<file path="config.mk">
export PLATFORM = sky130hd
export DESIGN_NAME = regfile_2r1w
export DESIGN_NICKNAME = d
export VERILOG_FILES = /design/src/rtl/regfile_pkg.sv /design/src/rtl/regfile_clr_fsm.sv /design/src/rtl/regfile_2r1w.sv
export SDC_FILE = /design/constraint.sdc
export NUM_CORES = 1
export LEC_CHECK = 0
export BUFFER_PORTS_ARGS = -buffer_cell sky130_fd_sc_hd__buf_4
export CORE_UTILIZATION = 30
export DETAILED_ROUTE_END_ITERATION = 8
export GPL_TIMING_DRIVEN = 0
export PLACE_DENSITY_LB_ADDON = 0.05
export SLEW_MARGIN = 20
export SYNTH_ARGS = -nofsm -noshare
export SYNTH_HDL_FRONTEND = slang
export SYNTH_SLANG_ARGS = --single-unit
</file>
<file path="constraint.sdc">
create_clock -name Clk -period 3.43 [get_ports Clk]
set_input_delay 0 -clock Clk [delete_from_list [all_inputs] [get_ports Clk]]
set_output_delay 0 -clock Clk [all_outputs]
set_load 0.01 [all_outputs]
</file>
<file path="src/rtl/regfile_pkg.sv">
// Shared types and defaults for the 2R1W register file.
// Clear-sequencer state encoding lives here so sub-blocks agree on it.
package regfile_pkg;

    typedef enum logic [1:0] {
        IDLE  = 2'd0,
        CLEAR = 2'd1,
        DONE  = 2'd2
    } clr_state_e;

    localparam int DEF_WIDTH = 4;
    localparam int DEF_DEPTH = 8;

endpackage

</file>
<file path="src/rtl/regfile_clr_fsm.sv">
// Clear sequencer: walks an index over every entry, one per cycle,
// and gates writes off while the walk is in progress.
module regfile_clr_fsm
    import regfile_pkg::*;
#(
    parameter int DEPTH = DEF_DEPTH,
    parameter int AW    = $clog2(DEPTH)
) (
    input  logic          clk_i,
    input  logic          rst_i,
    input  logic          clr_req_i,
    output logic          busy_o,
    output logic          done_o,
    output logic          wr_gate_o,
    output logic [AW-1:0] idx_o
);

    localparam logic [AW-1:0] LAST = AW'(DEPTH - 1);

    clr_state_e    state_q, state_d;
    logic [AW-1:0] idx_q, idx_d;

    // State and index registers.
    always_ff @(posedge clk_i or posedge rst_i) begin
        if (rst_i) begin
            state_q <= IDLE;
            idx_q   <= '0;
        end else begin
            state_q <= state_d;
            idx_q   <= idx_d;
        end
    end

    // Next state: terminal compare against LAST, index never wraps.
    always_comb begin
        state_d = state_q;
        idx_d   = idx_q;
        unique case (state_q)
            IDLE: begin
                if (clr_req_i) begin
                    state_d = CLEAR;
                    idx_d   = '0;
                end
            end
            CLEAR: begin
                if (idx_q == LAST) begin
                    state_d = DONE;
                    idx_d   = '0;
                end else begin
                    idx_d = idx_q + 1'b1;
                end
            end
            DONE: begin
                state_d = IDLE;
            end
            default: begin
                state_d = IDLE;
                idx_d   = '0;
            end
        endcase
    end

    assign busy_o    = (state_q == CLEAR);
    assign done_o    = (state_q == DONE);
    assign wr_gate_o = (state_q != CLEAR);
    assign idx_o     = idx_q;

endmodule

</file>
<file path="src/rtl/regfile_2r1w.sv">
// Two registered read ports, one write port, with write/clear bypass
// and a hardware clear sequencer.
module regfile_2r1w
    import regfile_pkg::*;
#(
    parameter  int WIDTH = DEF_WIDTH,
    parameter  int DEPTH = DEF_DEPTH,
    localparam int AW    = $clog2(DEPTH)
) (
    input  logic             Clk,
    input  logic             Reset,
    input  logic             We,
    input  logic [AW-1:0]    Waddr,
    input  logic [WIDTH-1:0] Wdata,
    input  logic [AW-1:0]    Raddr_a,
    output logic [WIDTH-1:0] Rdata_a,
    input  logic [AW-1:0]    Raddr_b,
    output logic [WIDTH-1:0] Rdata_b,
    input  logic             Clr_req,
    output logic             Busy,
    output logic             Clr_done,
    output logic             Wr_err
);

    logic [WIDTH-1:0] mem_q [DEPTH];
    logic [WIDTH-1:0] mem_d [DEPTH];
    logic [WIDTH-1:0] rd_a_q, rd_a_d;
    logic [WIDTH-1:0] rd_b_q, rd_b_d;
    logic             wr_err_q;

    logic             busy;
    logic             wr_gate;
    logic [AW-1:0]    clr_idx;
    logic             wa_ok;
    logic             wr_acc;
    logic             wr_drop;

    regfile_clr_fsm #(
        .DEPTH (DEPTH),
        .AW    (AW)
    ) u_clr (
        .clk_i     (Clk),
        .rst_i     (Reset),
        .clr_req_i (Clr_req),
        .busy_o    (busy),
        .done_o    (Clr_done),
        .wr_gate_o (wr_gate),
        .idx_o     (clr_idx)
    );

    assign wa_ok   = ((AW+1)'(Waddr) < (AW+1)'(DEPTH));
    assign wr_acc  = We && wa_ok && wr_gate;
    assign wr_drop = We && !(wa_ok && wr_gate);

    // Next array contents; clear and write are mutually exclusive.
    always_comb begin
        for (int i = 0; i < DEPTH; i++) begin
            mem_d[i] = mem_q[i];
            if (busy && clr_idx == AW'(i)) begin
                mem_d[i] = '0;
            end else if (wr_acc && Waddr == AW'(i)) begin
                mem_d[i] = Wdata;
            end
        end
    end

    // Read from next-state array so writes and clears bypass.
    always_comb begin
        rd_a_d = '0;
        rd_b_d = '0;
        for (int i = 0; i < DEPTH; i++) begin
            if (Raddr_a == AW'(i)) rd_a_d = mem_d[i];
            if (Raddr_b == AW'(i)) rd_b_d = mem_d[i];
        end
    end

    // Storage, read registers and dropped-write flag.
    always_ff @(posedge Clk or posedge Reset) begin
        if (Reset) begin
            for (int i = 0; i < DEPTH; i++) mem_q[i] <= '0;
            rd_a_q   <= '0;
            rd_b_q   <= '0;
            wr_err_q <= 1'b0;
        end else begin
            for (int i = 0; i < DEPTH; i++) mem_q[i] <= mem_d[i];
            rd_a_q   <= rd_a_d;
            rd_b_q   <= rd_b_d;
            wr_err_q <= wr_drop;
        end
    end

    assign Rdata_a = rd_a_q;
    assign Rdata_b = rd_b_q;
    assign Busy    = busy;
    assign Wr_err  = wr_err_q;

endmodule
</file>
---- Word-level counts from Yosys, hierarchy flattened ----
Cells that the tools add are included.
word-level totals
  input bits .............................. 17
  ROM bits ................................ 0
  latch bits .............................. 0
  memories kept ........................... 0
  bits in registers ....................... 46
  output and inout port bits .............. 11
  memory bits (writable) .................. 0
cells by class
  equality and inequality tests ........... 33
  multipliers ............................. 0
  bitwise operators ....................... 1
  order comparisons ....................... 0
  divide/modulo/power cells ............... 0
  shifts and indexed selects .............. 0
  $add $sub $neg .......................... 1
  reductions and logical operators ........ 26
  multiplexer cells ....................... 38
operator list
  cell                                                                    count
  4-bit two-way mux                                                       32
  3-bit equality test (second input constant)                             16
  3-bit by 2-bit equality test with 1-bit output (second input constant)  8
  1-bit logical AND                                                       18
  3-bit by 1-bit equality test with 1-bit output (second input constant)  4
  3-bit zero test                                                         4
  3-bit case mux with 3 select lines                                      1
  3-bit two-way mux                                                       2
  2-bit two-way mux                                                       2
  2-bit by 1-bit != test with 1-bit output (second input constant)        2
  2-bit case mux with 2 select lines                                      1
  2-bit AND reduction                                                     2
  3-bit by 1-bit adder with 3-bit output (second input constant)          1
  2-bit by 1-bit equality test with 1-bit output (second input constant)  1
  2-bit equality test (second input constant)                             1
  2-bit zero test                                                         1
  2-bit != test (second input constant)                                   1
  1-bit zero test                                                         1
  1-bit NOT                                                               1

---- Depth between registers and ports, before layout ----
  word-level depth ........................ 13
  mapped depth ............................ 9
  mapped depth without buffers ............ 8

---- Cells and area by module ----
Synthesis repeated with hierarchy kept, for this count alone.
second synthesis, totals
  cells, all modules ...................... 306
  area, all modules ....................... 2668.8 um^2
by module, submodules not included
  module           area an instance (um^2)  times used  seq. area each (um^2)  cells an instance
  regfile_2r1w     2408.6                   1           1026.0                 283
  regfile_clr_fsm  260.2                    1           125.1                  23

---- Least setup slack after synthesis ----
No wires, ideal clock.
  path type ............................... register -> register
  start point ............................. register u_clr.state_q[0]
  end point ............................... register rd_a_q[0], in the netlist Rdata_a[0]
  required time ........................... 3.336 ns
  slack ................................... 1.400 ns
  arrival time ............................ 1.936 ns
  stages on the path, launching flop included .. 9
  library setup time ...................... 0.094 ns
  cell sequence ........................... dfrtp_1 nand2b_4 inv_4 or4b_1 clkbuf_2 mux2i_1 o41ai_1 o21ai_0 a211oi_1
between the ends
  word-level cells in the longest chain between the ends .. 13
  elaborated cells on any way between the ends .. 43
  classes of those cells .................. eq/ne: 2; mux: 24; reduce/logical: 17
RTL lines
  what                                      line                   RTL
  start: declaration                        regfile_clr_fsm.sv:20  clr_state_e state_q, state_d;
  start signal: assignment                  regfile_clr_fsm.sv:29  state_q <= state_d;
  2-bit by 1-bit != test with 1-bit output  regfile_clr_fsm.sv:65  assign wr_gate_o = (state_q != CLEAR);
  1-bit logical AND                         regfile_2r1w.sv:52     assign wr_acc = We && wa_ok && wr_gate;
  1-bit logical AND                         regfile_2r1w.sv:61     end else if (wr_acc && Waddr == AW'(i)) begin
  4-bit two-way mux                         regfile_2r1w.sv:61
  4-bit two-way mux                         regfile_2r1w.sv:59     if (busy && clr_idx == AW'(i)) begin
  4-bit two-way mux (7 in a row)            regfile_2r1w.sv:72     if (Raddr_a == AW'(i)) rd_a_d = mem_d[i];
  4-bit two-way mux (*)                     regfile_2r1w.sv:72
  named net rd_a_d[0]                       regfile_2r1w.sv:27     logic [WIDTH-1:0] rd_a_q, rd_a_d;
  end signal: assignment                    regfile_2r1w.sv:86     rd_a_q <= rd_a_d;
  end: declaration                          regfile_2r1w.sv:27
Mark *: on every way through the listed nets, which the timed path passes. The rest lies on a longest branch.
A chain may end at the register's enable or synchronous reset.

---- Final worst setup path ----
Same ends and word-level chain as after synthesis.

==> impl_metrics.json <==
{
  "grt_max_degree": 29,
  "cp_max_fo": 6,
  "synthFlopType": "dfrtp_1",
  "finalSetupTns_ps": 0,
  "clk_latency_ps": 300,
  "max_freq_mhz": 396,
  "grtUsageTotal_pct": 18.6,
  "drv_slew": 0,
  "cts_made_buffers": 5,
  "vias": 2201,
  "maxSlewHeadroom_pct": 56.7,
  "setup_viol": 0,
  "timing.final.crit_share_pct": 73.7,
  "first_pass_iters": 4,
  "drive_gt1_share_pct": 17.7,
  "cpMaxStageDelayCell": "or4b_1",
  "r2r_cells": 8,
  "wl_per_cell_um": 19.7,
  "path_clk_slew_ps": 100,
  "ys_types": 50,
  "synth_edf_count": 0,
  "fillers": 920,
  "whs_path_depth": 3,
  "rows": 34,
  "grt.overflow.total": 0,
  "antenna_cells": 0,
  "worstMarginPinSlew_ps": 649,
  "critPathTopFamily": "compound AO/OA/AOI/OAI gates",
  "route.detailed.drc": 0,
  "worstReg2RegStart": "u_clr.state_q[0]",
  "leakagePower_nw": 1.43,
  "hp-start": "Wdata[3]",
  "peakVddDrop_mv": 0.250,
  "grt_pass1_wl_mm": 13.5,
  "power_density_nw_per_um2": 646,
  "ant_nets": 0,
  "hold_path_end": "mem_q[23]",
  "finalHoldViolations": 0,
  "criticalPathCategory": "register to register",
  "boundaryPins": 28,
  "syn_area_per_cell_um2": 9.89,
  "rsz0062_at_grt": "no",
  "gp_congestion": 0.869,
  "worstSetupStartpointType": "register",
  "synth-seq-cells": 46,
  "power.total_mw": 2.05,
  "cts_tree": "built",
  "area_growth_syn_to_layout_pct": 17.0,
  "cts_htree_levels": 2,
  "ys_seq_area_share_pct": 42.5,
  "reg2reg_slack_ps": 900,
  "grt_pass1_vias": 2287,
  "crit_arrival_ps": 2730,
  "path_cells": "nand2b_4 -> inv_4 -> or4b_1 -> clkbuf_2 -> mux2i_1 -> o41ai_1 -> o21ai_0 -> a211oi_1",
  "clockBufferDepth": 2,
  "clock_sinks": 46,
  "ys_warn_count": 0,
  "crit_required_ps": 3630,
  "core_area_um2": 8720,
  "r2r_end": "Rdata_a[0]",
  "min_path_type": "primary input to register",
  "cts-root-buf": "clkbuf_8",
  "numPortBuffers": 24,
  "first_iter_violations": 130,
  "critical_path_buf_inv_count": 2,
  "antenna_found_initial": 0,
  "fin_nets": 332,
  "die_h_um": 97.0,
  "cp-end-kind": "register",
  "dieArea_um2": 9410,
  "netlist_instances": 274,
  "routed_wl_mm": 8.21,
  "synth-async-reset-ratio_pct": 100,
  "routed_via_density": 5.27,
  "netlist_area_um2": 2710,
  "skew_ps": 8.47,
  "hpwl_mm": 6.10,
  "max-cap-violations": 0,
  "finalCriticalPeriod_ps": 2530,
  "syn-num-nets": 297,
  "outcome": "finished, final reports clean",
  "critical_path.max_stage_delay_ps": 540,
  "die_x_um": 97.0,
  "floorplan.initialDensity_pct": 31.1
}
==> layout make-up <==
cell class,instances,area [µm²],share of cell area [%]
Timing Repair Buffer,28,230,7.26
Multi-Input combinational cell,203,1440,45.4
Tap cell,108,135,4.26
Sequential cell,46,1150,36.3
Inverter,9,36.3,1.14
Buffer,16,81.3,2.57
Clock buffer,6,82.6,2.61
Clock inverter,2,12.5,0.395
==> cells in the final DEF, fill, tap and decap left out, types with 3 or more instances in the layout <==
cell type       n
or2_2           3
and3_1          4
nand2b_1        4
nor3_4          3
o21ai_0        18
or4_1           3
nand3_1         4
nor2b_1         3
nand2_1        13
nor2_1         34
dlygate4sd3_1   3
clkbuf_8        6
a21oi_1        12
ha_1            6
inv_1           7
o22ai_1        15
clkbuf_1       11
o31ai_1         5
xnor2_1         3
mux2i_1        29
o221ai_1        3
dfrtp_1        46
a211oi_1        4
a31oi_1         5
buf_4          25
==> how the worst max path moves through the flow <==
| stage | start | to | cells after the start |
|---|---|---|---|
| CTS | u_clr.state_q[0] | Rdata_a[0] | 8 |
| detailed placement | u_clr.state_q[0] | Rdata_a[0] | 8 |
| global placement | u_clr.state_q[0] | Rdata_a[0] | 8 |
| floorplan | u_clr.state_q[0] | Rdata_a[0] | 8 |
| finish | u_clr.state_q[0] | Rdata_a[0] | 8 |
| global route | u_clr.state_q[0] | Rdata_a[0] | 8 |
==> per-stage QoR <==
step / utilization [%] / cells / cell area (µm²) / setup slack (ps) / hold slack, ps
3_5_place_dp: 34.9 / 407 / 3040 / 960 / 42.9
5_1_grt: 36.3 / 418 / 3170 / 637 / 117
4_1_cts: 36.3 / 418 / 3170 / 856 / 104
2_1_floorplan: - / 274 / 2710 / 1400 / 142
6_report: 36.3 / 418 / 3170 / 903 / 123
3_3_place_gp: 34.7 / 406 / 3020 / 981 / 245
==> worst register-to-register path: cells and delay by family, from the launching register on <==
kind,cells,cell delay [ps]
AOI/OAI and AO/OA,3,780
and+or+nand+nor,2,680
DFF,1,470
buffers and inverters,2,290
muxes,1,210
==> logic make-up (layout without fill, tap and decap cells) <==
group | after synthesis | count (layout) | synth area share, %
xor gates and xnor gates | 4 | 4 | 1.29
and+or+nand+nor | 89 | 89 | 19.7
DFF | 46 | 46 | 42.5
muxes | 32 | 32 | 12.8
adders and majority gates | 6 | 6 | 2.77
AOI/OAI and AO/OA | 72 | 72 | 16.6
buffers and inverters | 25 | 61 | 4.34
==> Yosys cell counts (all sizes together), types with 5 or more instances <==
cell / number / share of area [%]
nor3: 5 / 2.2
o22ai: 15 / 3.5
dfrtp: 46 / 42
ha: 6 / 2.8
a31oi: 5 / 1.2
mux2i: 31 / 12
o21ai: 18 / 3.3
clkbuf: 13 / 1.9
nor2: 34 / 4.7
nand2b: 5 / 1.4
inv: 9 / 1.3
and3: 5 / 1.3
a21oi: 12 / 2.2
nand2: 13 / 1.8
o31ai: 5 / 1.4
==> layer usage <==
layer	GRT usage, %	vias to the layer above	wire [µm]
met5	0	-	0
met4	3.79	0	67
met3	2.96	6	306
met2	28.3	43	3700
met1	27.8	1080	4140
li1	-	1072	-
==> power by group <==
group	switching (mW)	internal, mW
registers	0.0830	0.719
logic	0.557	0.329
clock network	0.197	0.162
==> state kept, by name, indices dropped and copies added (netlist names) <==
register       cells
mem_q             32
Rdata_b            4
Wr_err             1
Rdata_a            4
u_clr.state_q      2
u_clr.idx_o        3
==> what timing repair did <==
action / in CTS / in global routing
hold buffers: 3 / 0
resized for setup: 0 / 0
buffers inserted: 0 / 0
hold endpoints to repair: 20 / 0
Power figures use the tool's default switching activity.
